<file path="config.mk">
export PLATFORM = sky130hd
export DESIGN_NAME = seq_mul_r32m
export DESIGN_NICKNAME = d
export VERILOG_FILES = /design/src/rtl/seq_mul_r32m.sv
export SDC_FILE = /design/constraint.sdc
export NUM_CORES = 1
export LEC_CHECK = 0
export CORE_ASPECT_RATIO = 0.8
export CORE_MARGIN = 2
export CORE_UTILIZATION = 55
export CTS_CLUSTER_DIAMETER = 100
export DETAILED_ROUTE_END_ITERATION = 6
export PLACE_DENSITY = 0.77
export SLEW_MARGIN = 20
export SYNTH_ARGS = -nofsm -noshare
export SYNTH_HDL_FRONTEND = slang
export SYNTH_SLANG_ARGS = --single-unit
</file>
<file path="constraint.sdc">
create_clock -name clk -period 4.48 [get_ports clk]
set_clock_uncertainty 0.1 [all_clocks]
set_input_delay 0.672 -clock clk [delete_from_list [all_inputs] [get_ports clk]]
set_output_delay 0.672 -clock clk [all_outputs]
set_load 0.01 [all_outputs]
</file>
<file path="src/rtl/seq_mul_r32m.sv">
`default_nettype none
// ---------------------------------------------------------------------------
// seq_mul_r32m : iterative RISC-V M-extension multiplier (MUL/MULH/MULHSU/MULHU)
// Revision     : 1.0
// ---------------------------------------------------------------------------
module seq_mul_r32m #(
  parameter int dataW = 32,
  parameter int STEP  = 1
) (
  input  logic             clk,
  input  logic             nReset,
  input  logic             in_valid,
  output logic             in_ready,
  input  logic [dataW-1:0] M,
  input  logic [dataW-1:0] Q,
  input  logic [1:0]       mulCode,
  input  logic             kill,
  output logic             out_valid,
  input  logic             out_ready,
  output logic [dataW-1:0] out,
  output logic             busy
);

  localparam int ITER = dataW / STEP;
  localparam int CW   = $clog2(ITER + 1);

  // Encoding chosen so the handshake outputs are direct state-flop bits.
  typedef enum logic [1:0] {
    S_IDLE = 2'b00,
    S_BUSY = 2'b01,
    S_DONE = 2'b11
  } state_t;

  state_t               state;
  logic [1:0]           mode;
  logic                 neg;
  logic [dataW:0]       mcand;
  logic [dataW:0]       mplier;
  logic [2*dataW-1:0]   acc;
  logic [CW-1:0]        cnt;

  logic                 sign_m, sign_q;
  logic [dataW:0]       ext_m, ext_q, mag_m, mag_q;
  logic [dataW+STEP:0]  pp, sum;
  logic [2*dataW+STEP:0] wide;
  logic [2*dataW-1:0]   acc_next, prod;
  logic                 unused_bits;

  always_comb begin
    sign_m = (mulCode != 2'b11) && M[dataW-1];
    sign_q = !mulCode[1] && Q[dataW-1];
    ext_m  = {sign_m, M};
    ext_q  = {sign_q, Q};
    mag_m  = sign_m ? -ext_m : ext_m;
    mag_q  = sign_q ? -ext_q : ext_q;
  end

  // Add the partial product into the upper half, then shift the whole
  // accumulator right by STEP so the next digit lands at the same weight.
  always_comb begin
    pp       = {{STEP{1'b0}}, mcand} * {{(dataW+1){1'b0}}, mplier[STEP-1:0]};
    sum      = {{(STEP+1){1'b0}}, acc[2*dataW-1:dataW]} + pp;
    wide     = {sum, acc[dataW-1:0]};
    acc_next = wide[2*dataW+STEP-1:STEP];
    prod     = neg ? -acc : acc;
  end

  assign unused_bits = ^{wide[2*dataW+STEP], wide[STEP-1:0]};

  always_ff @(posedge clk or negedge nReset) begin
    if (!nReset) begin
      state  <= S_IDLE;
      mode   <= '0;
      neg    <= 1'b0;
      mcand  <= '0;
      mplier <= '0;
      acc    <= '0;
      cnt    <= '0;
      out    <= '0;
    end else if (kill) begin
      state <= S_IDLE;
    end else begin
      case (state)
        S_IDLE: begin
          if (in_valid) begin
            mode   <= mulCode;
            neg    <= sign_m ^ sign_q;
            mcand  <= mag_m;
            mplier <= mag_q;
            acc    <= '0;
            cnt    <= CW'(ITER);
            state  <= S_BUSY;
          end
        end
        S_BUSY: begin
          if (cnt != '0) begin
            acc    <= acc_next;
            mplier <= mplier >> STEP;
            cnt    <= cnt - CW'(1);
          end else begin
            state <= S_DONE;
            out   <= (mode == 2'b00) ? prod[dataW-1:0] : prod[2*dataW-1:dataW];
          end
        end
        S_DONE: begin
          if (out_ready) state <= S_IDLE;
        end
        default: state <= S_IDLE;
      endcase
    end
  end

  assign busy      = state[0];
  assign out_valid = state[1];
  assign in_ready  = !state[0];

endmodule
`default_nettype wire

</file>
==> impl_results.md <==
- Status: finished clean
- Htree depth: 4
- Most frequent cells in the layout: 225 x nand2_1, 171 x dfrtp_1, 154 x o21ai_0
- Most common cell after layout, fill and taps aside: nand2_1
- Final WL: around 30 mm
- Register area share after synthesis: approximately 38%
- GPL Wtd Cong: between 0.9 and 1
- Area grow syn2layout: 16.2%
- CP Class: flop to flop
- Post-Syn Area: between 10000 and 15000 µm²
- ANT nets after route: 0
- EDFF count, synth: 0
- Post-CTS Setup Bufs: 0
- Sink Count: 173
- Total negative slack: 0 ns
- Initial antenna violation count: 0
- Vias in the first global route: ~9400
- DRT iter0 DRCs: between 800 and 900
- Buffers on Ports: approximately 110
- Critical path, cell by cell: or3_4 -> or4_4 -> or4_4 -> or4_4 -> or4_4 -> or2_4 -> o41ai_4 -> xor2_1 -> o221ai_1
- Critical Path Max Stage Delay: about 0.46 ns
- Diode count: 0
- Yosys warns: 0
- CP arrival: about 3.9 ns
- Main synth FF type: dfrtp_1
- Largest net degree at the start of global routing: 78
- Syn avg cell area: around 8.1 µm²
- Leak: 5.83 nW
- Nets@finish: ~1600
- Synth unique cells: 55
- Die Wd: between 150 and 200 µm
- Post-synthesis async set-or-reset flop share: 100%
- CTS Hold Buffers Added: 0
- Peak supply drop: around 0.25 mV
- First-pass GRT wire length: approximately 50 mm
- Top achievable clock speed: 272 MHz
- Min setup slack post-route: 0.809 ns
- Max Cap Viol: 0
- Clock-pin transition on the worst setup and hold timing paths: 0.07 ns
- Site Rows: between 40 and 50
- CTS tree: yes
- Place WS: between 0.3 and 0.4 ns
- Slew of the pin with the lowest slew margin: roughly 1.1 ns
- Most used cell, CP: or4_4
- Post-cts sizing count: 0
- Max-slew headroom: around a quarter
- CP Max Fanout: 4
- DR WL/cell: between 15 and 20 µm
- DPL Wire Length: between 20 and 25 mm
- Clock Latency Late Sink: around 0.43 ns
- Unrepaired setup endpoints after global routing: false
- CP startpoint kind: flop
- Final min period: between 3 and 4 ns
- Slowest-stage cell, CP: or4_4
- Final global-route overflow total: 0
- Fin. Hold Viols: 0
- Initial core utilization: between 50% and 60%
- Die H: ~130 µm
- DRC: 0
- Final Cycle Share: between 80% and 90%
- Endpoints failing setup: 0
- DR vias: ~10000
- TritonRoute pass-1 iters: 5
- Syn nets: approximately 1500
- IO Pins: ~110
- Hold WC Path Type: primary input to async pin
- Critical Path RT: between 4 and 5 ns
- Finished Core Util: between 60 and 70%
- Final Slew Violations: 0
- CTS Buffer Depth: 2
- Power density cells: 550 nW/µm²
- Cells after Synth: between 1000 and 1500
- DR vias/cell: 5.94
- Flops & latches, synth: roughly 170
- CP endpoint kind: flop
- Root buffer cell: clkbuf_16
- GRT Total Usage: between 20% and 30%
- Die area: approximately 22000 µm²
- Share of cells above drive strength 1: approximately 4.8%
- Worst hold slack: between 0.15 and 0.2 ns
- CTS Buf Count: 17
- Core box area: 20600 µm²
[cells by family after synthesis]
logic type,after synthesis,synth area share [%]
AO/OA/AOI/OAI,409,20.9
AND/OR/NAND/NOR,549,22.4
adder cells (fa/ha/maj),38,4.21
XOR/XNOR,136,10.4
multiplexers,10,0.916
buffers and inverters,107,3.53
flip-flops,173,37.7
[flip-flops by register name, indices dropped and copies added (netlist names)]
register / count
neg: 1
mcand: 33
acc: 64
state: 2
out: 32
mplier: 33
mode: 2
cnt: 6
[per-stage QoR]
step / power (mW) / instance area (µm²) / cells
CTS: 7.31 / 13300 / 1760
detailed placement: 5.66 / 12700 / 1728
floorplan: 4.58 / 11500 / 1422
global route: 7.81 / 13300 / 1760
finish: 7.34 / 13300 / 1760
global placement: 5.58 / 12700 / 1728
[final cells by class]
class	count	area [µm²]
Tap cell	269	337
Clock buffer	17	425
Inverter	23	86.3
Sequential cell	173	4330
Fill cell	1789	7240
Multi-Input combinational cell	1142	6770
Timing Repair Buffer	121	1180
Clock inverter	15	209
[final timing paths]
check	from	to	slack (ns)	depth (start not counted)
max in group asynchronous	nReset	mcand[26]	3.15	2
worst max-delay path	acc[45]	out[29]	0.81	9
worst min register to register	out[2]	out[2]	0.37	2
min in group clk	out[2]	out[2]	0.37	2
worst max register to register	acc[45]	out[29]	0.81	9
worst min-delay path	nReset	out[10]	0.16	1
[routing by layer]
metal | vias to the layer above | wire [µm] | track usage, %
li1 | 5126 | - | -
met1 | 4926 | 14700 | 44.3
met2 | 372 | 12900 | 39.8
met3 | 31 | 2130 | 4.23
met4 | 0 | 355 | 6.27
met5 | - | 0 | 0
[critical path, delay by kind of cell, from the launching register on]
kind / cells / cell delay (ns)
and+or+nand+nor: 6 / 2.48
DFF: 1 / 0.43
AOI/OAI and AO/OA: 2 / 0.35
xor gates and xnor gates: 1 / 0.18
[synthesized netlist by cell type (all sizes together), types with 19 or more instances]
library cell | number | area (µm²)
a21oi | 132 | 661
xor2 | 82 | 718
inv | 23 | 86.3
clkbuf | 75 | 285
or3 | 19 | 124
nor3 | 26 | 130
nand2 | 225 | 845
o31ai | 39 | 293
dfrtp | 173 | 4330
o21ai | 156 | 781
and2 | 33 | 206
nor2 | 108 | 405
nand3 | 51 | 255
xnor2 | 54 | 473
ha | 37 | 463
[power breakdown]
| group | switching [mW] | total [mW] | internal [mW] |
|---|---|---|---|
| clock | 0.680 | 1.63 | 0.946 |
| combinational | 1.83 | 3.22 | 1.39 |
| sequential | 0.494 | 2.50 | 2.00 |
Power figures use the tool's default switching activity.
